### src/rtl/fault_pkg.sv
// Shared fault FSM encodings and event record field widths.
// Used by the fault FSM and the fault event logger.
package fault_pkg;

  localparam int STATE_W = 2;
  localparam int ID_W    = 3;
  localparam int META_W  = 2 * STATE_W + ID_W;

  typedef enum logic [STATE_W-1:0] {
    S_NORMAL   = 2'b00,
    S_WARNING  = 2'b01,
    S_FAULT    = 2'b10,
    S_SHUTDOWN = 2'b11
  } fault_state_e;

  localparam logic [ID_W-1:0] FID_NONE = 3'd0;
  localparam logic [ID_W-1:0] FID_UV   = 3'd1;
  localparam logic [ID_W-1:0] FID_OV   = 3'd2;
  localparam logic [ID_W-1:0] FID_OT   = 3'd3;
  localparam logic [ID_W-1:0] FID_UC   = 3'd4;

  typedef struct packed {
    logic [STATE_W-1:0] prev_state;
    logic [STATE_W-1:0] new_state;
    logic [ID_W-1:0]    fault_id;
  } ev_meta_t;

  function automatic ev_meta_t make_meta(
    input logic [STATE_W-1:0] prev_s,
    input logic [STATE_W-1:0] new_s,
    input logic [ID_W-1:0]    fid
  );
    ev_meta_t m;
    m.prev_state = prev_s;
    m.new_state  = new_s;
    m.fault_id   = fid;
    return m;
  endfunction

endpackage

### src/rtl/sync_fifo.sv
// First-word-fall-through synchronous FIFO with occupancy level.
// A write while full is accepted only if the head pops on that edge.
module sync_fifo #(
  parameter int WIDTH = 8,
  parameter int DEPTH = 8
) (
  input  logic                     clk,
  input  logic                     rst_n,
  input  logic                     wr_en,
  input  logic [WIDTH-1:0]         wr_data,
  output logic                     full,
  output logic                     rd_valid,
  input  logic                     rd_ready,
  output logic [WIDTH-1:0]         rd_data,
  output logic [$clog2(DEPTH):0]   level
);

  localparam int AW = $clog2(DEPTH);

  logic [WIDTH-1:0] mem [DEPTH];
  logic [AW:0]      wr_ptr;
  logic [AW:0]      rd_ptr;
  logic             do_rd;
  logic             do_wr;

  assign level    = wr_ptr - rd_ptr;
  assign full     = (level == (AW+1)'(DEPTH));
  assign rd_valid = (wr_ptr != rd_ptr);
  assign rd_data  = mem[rd_ptr[AW-1:0]];

  assign do_rd = rd_valid && rd_ready;
  assign do_wr = wr_en && (!full || do_rd);

  always_ff @(posedge clk) begin
    if (!rst_n) begin
      wr_ptr <= '0;
      rd_ptr <= '0;
    end else begin
      if (do_wr) wr_ptr <= wr_ptr + 1'b1;
      if (do_rd) rd_ptr <= rd_ptr + 1'b1;
    end
  end

  always_ff @(posedge clk) begin
    if (do_wr) mem[wr_ptr[AW-1:0]] <= wr_data;
  end

endmodule

### src/rtl/fault_event_logger.sv
// Timestamps fault FSM state/id changes into a FWFT event FIFO.
// Dropped events on a full FIFO are counted, saturating at 255.
module fault_event_logger
  import fault_pkg::*;
#(
  parameter int DEPTH = 8,
  parameter int TS_W  = 16
) (
  input  logic                    clk,
  input  logic                    rst_n,
  input  logic                    enable,
  input  logic [STATE_W-1:0]      state_in,
  input  logic [ID_W-1:0]         fault_id_in,
  output logic                    ev_valid,
  input  logic                    ev_ready,
  output logic [TS_W+META_W-1:0]  ev_data,
  output logic [$clog2(DEPTH):0]  level,
  output logic [7:0]              overflow_cnt,
  input  logic                    clear_overflow
);

  logic [TS_W-1:0]    ts;
  logic [STATE_W-1:0] state_q;
  logic [ID_W-1:0]    id_q;
  logic               ev_det;
  logic               full;
  logic               pop;
  logic               drop;
  ev_meta_t           meta;

  assign ev_det = enable &&
                  ((state_in != state_q) ||
                   (fault_id_in != id_q));
  assign meta   = make_meta(state_q, state_in, fault_id_in);
  assign pop    = ev_valid && ev_ready;
  assign drop   = ev_det && full && !pop;

  // Inputs are tracked even while disabled so re-enable sees no stale edge.
  always_ff @(posedge clk) begin
    if (!rst_n) begin
      ts      <= '0;
      state_q <= S_NORMAL;
      id_q    <= FID_NONE;
    end else begin
      ts      <= ts + 1'b1;
      state_q <= state_in;
      id_q    <= fault_id_in;
    end
  end

  always_ff @(posedge clk) begin
    if (!rst_n) begin
      overflow_cnt <= '0;
    end else if (clear_overflow) begin
      overflow_cnt <= {7'd0, drop};
    end else if (drop && (overflow_cnt != 8'hFF)) begin
      overflow_cnt <= overflow_cnt + 8'd1;
    end
  end

  sync_fifo #(
    .WIDTH (TS_W + META_W),
    .DEPTH (DEPTH)
  ) u_fifo (
    .clk      (clk),
    .rst_n    (rst_n),
    .wr_en    (ev_det),
    .wr_data  ({ts, meta}),
    .full     (full),
    .rd_valid (ev_valid),
    .rd_ready (ev_ready),
    .rd_data  (ev_data),
    .level    (level)
  );

endmodule

### config.mk
export PLATFORM = sky130hd
export DESIGN_NAME = fault_event_logger
export DESIGN_NICKNAME = d
export VERILOG_FILES = /design/src/rtl/fault_pkg.sv /design/src/rtl/sync_fifo.sv /design/src/rtl/fault_event_logger.sv
export SDC_FILE = /design/constraint.sdc
export NUM_CORES = 1
export LEC_CHECK = 0
export CORE_ASPECT_RATIO = 2
export CORE_MARGIN = 2
export CORE_UTILIZATION = 55
export DETAILED_ROUTE_END_ITERATION = 8
export GPL_ROUTABILITY_DRIVEN = 0
export PLACE_DENSITY = 0.74
export SYNTH_ARGS = -nofsm -noshare
export SYNTH_HDL_FRONTEND = slang
export SYNTH_HIERARCHICAL = 1
export SYNTH_SLANG_ARGS = --single-unit
### constraint.sdc
create_clock -name clk -period 8.21 [get_ports clk]
set_input_delay 1.642 -clock clk [delete_from_list [all_inputs] [get_ports clk]]
set_output_delay 1.642 -clock clk [all_outputs]
set_load 0.005 [all_outputs]
# After elaboration in Yosys (flattened, before gate mapping)
# Memories as Yosys holds them, arrays and structs flattened. A register that Yosys moved wholly into a read port is not among the register bits.
# Index checks and enable logic that the tools add are counted.
word_totals:
  ff_bits: 37
  mem_bits_rw: 184
  inputBits: 10
  wordCells: 37
  mem_count: 1
mem_list:
  columns: ["memory", "depth", "word_bits", "read_ports", "rd_clocked_by_memory_dff", "write_ports", "line", "source"]
  rows:
  - ["u_fifo.mem", 8, 23, 1, 1, 1, "sync_fifo.sv:20", "logic [WIDTH-1:0] mem [DEPTH];"]
op_classes:
  add_sub_neg: 5
  n_eq_ne: 5
  mux: 6
  bitwise: 1
  n_reduce_logical: 12
ops:
  columns: ["cell", "n"]
  rows:
  - ["adder 16 x 1 -> 16 bit, second input constant", 1]
  - ["adder 4 x 1 -> 4 bit, second input constant", 2]
  - ["adder 8 x 1 -> 8 bit, second input constant", 1]
  - ["inequality test 8 bit, second input constant", 1]
  - ["logical AND 1 bit", 6]
  - ["two-way mux 3 bit", 2]
  - ["== test 4 bit, second input constant", 1]
  - ["two-way mux 1 bit", 4]
  - ["inequality test 4 bit", 1]
  - ["subtractor 4 bit", 1]
  - ["inequality test 3 bit", 1]
  - ["zero test 1 bit", 2]
  - ["logical OR 1 bit", 2]
  - ["inequality test 2 bit", 1]
  - ["nonzero test 2 bit", 1]
  - ["OR reduction 2 bit", 1]
  - ["NOT 1 bit", 1]

# Longest topological paths before layout
# Gate-level depths: netlist (run 1).
logic_depth:
  ltp_word: 8
  depth_mapped: 11

# Hierarchy
# The synthesis (run 1) kept the hierarchy.
by_module_without_submodules:
  columns: ["module", "instances", "cells_each", "area_each_um2"]
  rows:
  - ["sync_fifo", 1, 338, 7527.2]
  - ["fault_event_logger", 1, 146, 1323.8]

# Least setup slack after synthesis (run 1)
# No wires, ideal clock.
synth_path:
  path_type: "in2reg"
  startpoint: "input ev_ready"
  endpoint: "memory u_fifo/mem[2][0] (netlist bit), enable pin"
  setup_time_ns: 0.432
  t_arrival_ns: 4.214
  required_ns: 7.778
  slack_ns: 3.564
  stages: 5
  cell_sequence: "inv_1 a41oi_1 o41ai_4 or2_2 nor3_1"
synth_between:
  elab_chain_len: 5
synth_lines:
  columns: ["item", "line", "source"]
  rows:
  - ["start, declared", "fault_event_logger.sv:15", "input logic ev_ready,"]
  - ["logical AND 1 bit", "sync_fifo.sv:31", "assign do_rd = rd_valid && rd_ready;"]
  - ["logical OR 1 bit", "sync_fifo.sv:32", "assign do_wr = wr_en && (!full || do_rd);"]
  - ["logical AND 1 bit", "sync_fifo.sv:32", null]
  - ["two-way mux 1 bit", "sync_fifo.sv:45", "if (do_wr) mem[wr_ptr[AW-1:0]] <= wr_data;"]
  - ["two-way mux 1 bit (not written as such)", "sync_fifo.sv:45", null]
  - ["end, declared", "sync_fifo.sv:20", null]
# No other way between the ends.

==> results of run 1 <==
power by group through the flow:
stage / Clock, mW / Combinational [mW] / Sequential (mW)
after CTS: 0.869 / 0.600 / 1.36
final: 0.854 / 0.585 / 1.36
after floorplan: 0 / 0.363 / 1.37
after detailed placement: 0 / 0.597 / 1.39
after global placement: 0 / 0.592 / 1.38
after global routing: 0.908 / 0.634 / 1.37
logic make-up (layout without fill, tap and decap cells):
| group | after synthesis | count (layout) |
|---|---|---|
| buffers and inverters | 26 | 98 |
| DFF | 224 | 224 |
| and+or+nand+nor | 106 | 106 |
| AOI/OAI and AO/OA | 23 | 23 |
| adders and majority gates | 8 | 8 |
| xor gates and xnor gates | 24 | 24 |
| muxes | 73 | 73 |
worst min path at each step:
stage                  endpoint  slack, ns  cells after the start
2_1_floorplan  u_fifo/wr_ptr[3]       0.47                      2
3_3_place_gp    overflow_cnt[6]       0.48                      2
3_5_place_dp    overflow_cnt[6]       0.49                      2
4_1_cts         overflow_cnt[6]       0.50                      2
5_1_grt         overflow_cnt[6]       0.53                      2
6_report        overflow_cnt[6]       0.50                      2
flip-flops by register name (all words and copies together), names as in the netlist, named ones only:
register       cells
overflow_cnt       8
ts                16
state_q            2
u_fifo/mem       184
id_q               3
u_fifo/wr_ptr      4
u_fifo/rd_ptr      4
synth_stat cells, drive strengths merged, types with 7 or more instances:
library cell	n	area share
nor3	7	0.0040
xnor2	15	0.015
o21ai	7	0.0040
ha	7	0.0099
inv	10	0.0042
xor2	9	0.0089
clkbuf	10	0.0042
dfxtp	40	0.090
nand3	11	0.0062
nor2	13	0.0055
mux4	46	0.12
mux2	23	0.029
nand4	7	0.0049
nand2	14	0.0059
and2	23	0.016
edfxtp	184	0.62
or3	8	0.0064
area by class of cell:
cell class	count	area (um^2)
clock buffers	23	500
fillers	1136	5600
inverters	10	37.5
clock inverters	9	90.1
well taps	201	251
flip-flops and latches	224	6330
repair buffers	56	533
multi-input cells	234	2440
worst register-to-register path: cells and delay by family (launching register included):
kind            cells  cell delay, ns
simple gates        2            1.01
compound gates      2            0.86
buf+inv             2            0.55
flops               1            0.51
fa+ha+maj           1            0.35
per-layer routing:
metal,wire (um),share of wire
met1,5880,0.37
met5,0,0
met2,9140,0.58
met4,284,0.018
met3,433,0.028
through the flow:
stage | instances | cell area, um^2 | total power, mW | hold slack (ns)
after floorplan | 484 | 8850 | 1.73 | 0.470
after global placement | 725 | 9590 | 1.98 | 0.479
after detailed placement | 725 | 9590 | 1.99 | 0.488
after CTS | 757 | 10200 | 2.83 | 0.500
after global routing | 757 | 10200 | 2.92 | 0.531
final | 757 | 10200 | 2.80 | 0.496
==> results.yml, run 1 <==
cells_and_area:
  fin_util: 0.645
  final_nets: 562
  final_cell_mix: "edfxtp_1, mux4_2, clkdlybuf4s50_1"
  syn2layout_area_growth_pct: 15.0
  diodes: 0
  drive_above_1_share: 0.223
  final_common_cell: "edfxtp_1"
synth:
  synth-simple-area-share: 0.0666
  synthesis.nets: 502
  synth_top_flop_cell: "edfxtp_1"
  synthArstFlopShare: 0
  ys_seq_area_frac: 0.715
  synth-seq-cells: 224
  synthAdderAreaFrac: 0.0122
  synth_enable_flop_cells: 184
  synthXorXnorAreaFrac: 0.0237
  syn_area_um2: 8850
  netlist_instances: 484
  ys_types: 43
  yosys-mux-area-fraction: 0.151
  syn_area_per_cell_um2: 18.3
  synth_top_family_by_area: "multiplexers"
  ys_warn_count: 6
  synth_compound_area_frac: 0.0194
pwr:
  p_seq_frac: 0.486
  powerDensity_nw_per_um2: 275
  internal_power_mw: 2.13
  combPwrFrac: 0.209
  ir_drop_mv: 0.175
  p_leak_nw: 3.32
  netSwitchingPower_mw: 0.672
  p_sw_frac: 0.240
  clockPowerShare: 0.305
placed_design:
  pre_cts_slack_ns: 3.34
  dpl.hpwl_mm: 9.99
  io_buffers: 45
die:
  die_w_um: 93.7
  die-area_um2: 17200
  die_h_um: 183
  io_pins: 46
  start_util: 0.561
  core_area_um2: 15800
  row_count: 65
global_route:
  antenna_found_initial: 0
  grt_pass1_wl_mm: 24.9
  grt-ovfl-total: 0
  met3_usage: 0.0242
  met1_usage: 0.219
  grt_pass1_vias: 4604
  met2_usage: 0.363
  gr-usage-all-layers: 0.191
  busiest_layer: "met2"
  grt_max_degree: 47
sta:
  setup_viol: 0
  fin_worst_skew_ns: 0.0132
  hold_viol: 0
  rsz0062_at_grt: "false"
  max_freq_ghz: 0.212
  maxSlewHeadroom: 0.278
  finalCritPeriodShare: 0.575
  tightest_slew_ns: 1.08
  drv_slew: 0
  min_period_ns: 4.72
  finalWorstSetupSlack_ns: 3.49
  setup_tns_ns: 0
worst_setup_path:
  rr_startpoint: "u_fifo/wr_ptr[0]"
  path_buf_inv: 2
  end_kind: "primary output"
  reg2reg_depth: 7
  cp.required_ns: 6.57
  worst-r2r-setup-slack_ns: 4.63
  reg2reg_to: "u_fifo/mem[2][6]"
  startpoint_type: "flip-flop"
  crit_family: "buffers and inverters"
  worstPathArrival_ns: 3.08
  cp_slowest_cell: "buf_4"
  cp_slowest_stage_delay_ns: 0.64
  worstSetupPathDepth: 4
  worstSetupPathType: "flip-flop to primary output"
  path_max_fanout: 35
  timing.critical_path.to: "ev_data[11]"
  worstPathCellList: "buf_4, mux4_2, mux2_2, clkdlybuf4s50_1"
outcome:
  outcome: "completed"
detailed_routing:
  vias: 4410
  drtIter0Drc: 208
  drc: 0
  vias_per_cell: 5.83
  wl_per_cell_um: 20.8
  wl_mm: 15.7
  dr.pass1.iters: 4
  ant_nets: 0
clock_tree:
  cts_buffer_depth: 3
  clock_sinks: 224
  h-tree-depth: 1
  cts.clk_slew.worst_paths_ns: 0.07
  cts_setup_buffers: 0
  cts_hold_buf: 0
  cts_tree: "yes"
  clkLatencyLatePin_ns: 0.48
  cts_buffers: 18
  cts-resized-gates: 0
  root_buffer: "clkbuf_16"
worst_hold_path:
  hold_path.class: "flip-flop to flip-flop"
  hp-start: "overflow_cnt[6]"
flow_run:
  drv_cap: 0
No activity file was read; power rests on OpenSTA's default activity.
==> inputs of run 2 (changes only) <==
Clock period 8.21 ns to 4.5 ns, I/O delays scaled along.
==> run 2 against run 1 <==
Sequential power is 84% higher. Count of clock-buffer cells in the layout is 1 higher. Combinational power is 88% higher. Worst setup slack worse by 2.6 ns. Cell count is 0.92% higher. Clock power is 94% higher. Critical path depth stayed put. Design area is 1.3% higher. Core utilization is 0.84 points higher.
==> results.yml, run 2 (synthesis results as in run 1) <==
worst_setup_path:
  cp.required_ns: 3.60
  startpoint_type: "flip-flop"
  end_kind: "primary output"
  path_max_fanout: 24
  worstSetupPathType: "flip-flop to primary output"
  reg2reg_depth: 9
  worstPathArrival_ns: 2.71
pwr:
  p_leak_nw: 3.39
  p_seq_frac: 0.476
  clockPowerShare: 0.316
  powerDensity_nw_per_um2: 510
  internal_power_mw: 4.02
  combPwrFrac: 0.208
  p_sw_frac: 0.235
  netSwitchingPower_mw: 1.24
  ir_drop_mv: 0.317
clock_tree:
  clock_sinks: 224
  h-tree-depth: 1
  cts_buffer_depth: 3
  cts.clk_slew.worst_paths_ns: 0.07
  root_buffer: "clkbuf_16"
  cts_tree: "yes"
  cts-resized-gates: 0
  cts_buffers: 18
  cts_hold_buf: 0
  cts_setup_buffers: 0
  clkLatencyLatePin_ns: 0.48
placed_design:
  dpl.hpwl_mm: 10.9
  io_buffers: 45
sta:
  tightest_slew_ns: 1.05
  maxSlewHeadroom: 0.297
  finalCritPeriodShare: 0.803
  min_period_ns: 3.61
  setup_tns_ns: 0
  max_freq_ghz: 0.277
  fin_worst_skew_ns: 0.0104
  rsz0062_at_grt: "false"
  drv_slew: 0
  hold_viol: 0
  setup_viol: 0
  whs_ns: 0.502
detailed_routing:
  wl_per_cell_um: 22.2
  ant_nets: 0
  vias_per_cell: 5.86
  vias: 4478
  wl_mm: 16.9
  drtIter0Drc: 319
  dr.pass1.iters: 4
  drc: 0
die:
  die_w_um: 93.7
  die_h_um: 183
  io_pins: 46
  core_area_um2: 15800
  row_count: 65
  die-area_um2: 17200
  start_util: 0.561
cells_and_area:
  fill_cells: 1096
  largest_register_ffs: 184
  final_nets: 569
  syn2layout_area_growth_pct: 16.5
  final_cell_mix: "edfxtp_1, mux4_2, clkdlybuf4s50_1"
  diodes: 0
  drive_above_1_share: 0.236
  fin_util: 0.654
  final_common_cell: "edfxtp_1"
outcome:
  outcome: "completed"
global_route:
  gr-usage-all-layers: 0.207
  antenna_found_initial: 0
  grt_pass1_wl_mm: 26.8
  grt_max_degree: 35
  grt_pass1_vias: 4921
  grt-ovfl-total: 0
worst_hold_path:
  hold_path.class: "flip-flop to flip-flop"
  holdPathStages: 2
flow_run:
  drv_cap: 0
## run 2: cell type report
class | instances | area [um^2] | share of cell area
clock buffers | 24 | 546 | 0.0529
clock inverters | 8 | 100 | 0.00971
multi-input cells | 234 | 2440 | 0.236
repair buffers | 63 | 611 | 0.0592
well taps | 201 | 251 | 0.0244
inverters | 10 | 37.5 | 0.00364
flip-flops and latches | 224 | 6330 | 0.614
## run 2: worst paths after layout
path	from	endpoint	slack (ns)
hold / removal	overflow_cnt[6]	overflow_cnt[6]	0.50
setup reg to reg	u_fifo/wr_ptr[0]	u_fifo/mem[1][8]	1.21
setup / recovery	flip-flop	ev_data[0]	0.89
hold reg to reg	overflow_cnt[6]	overflow_cnt[6]	0.50
## run 2: metal layers
metal / GRT usage / up-vias / part of all wire / wire length [um]
li1: - / 2035 / - / -
met1: 0.235 / 2309 / 0.35 / 5980
met2: 0.395 / 108 / 0.58 / 9840
met3: 0.0271 / 26 / 0.038 / 649
met4: 0.0649 / 0 / 0.027 / 462
met5: 0 / - / 0 / 0
## run 2: through the flow
step	cells	power [mW]	setup slack (ns)	cell area, um^2
6_report	764	5.26	0.885	10300
2_1_floorplan	484	3.16	0.444	8850
3_5_place_dp	732	3.67	0.753	9670
3_3_place_gp	732	3.63	0.858	9670
4_1_cts	764	5.32	0.845	10300
5_1_grt	764	5.47	0.774	10300
## run 2: critical path, stage by stage (launching register included)
cell and delay, ns:
dfxtp_2 0.77, buf_4 0.36, mux4_2 0.37, mux2_2 0.28, clkdlybuf4s50_1 0.45
## run 2: power by group through the flow
stage               sequential (mW)  combinational (mW)  clock (mW)
CTS                            2.51                1.13        1.69
global route                   2.52                1.18        1.77
global placement               2.54                1.09           0
finish                         2.50                1.10        1.66
floorplan                      2.49               0.662           0
detailed placement             2.55                1.12           0
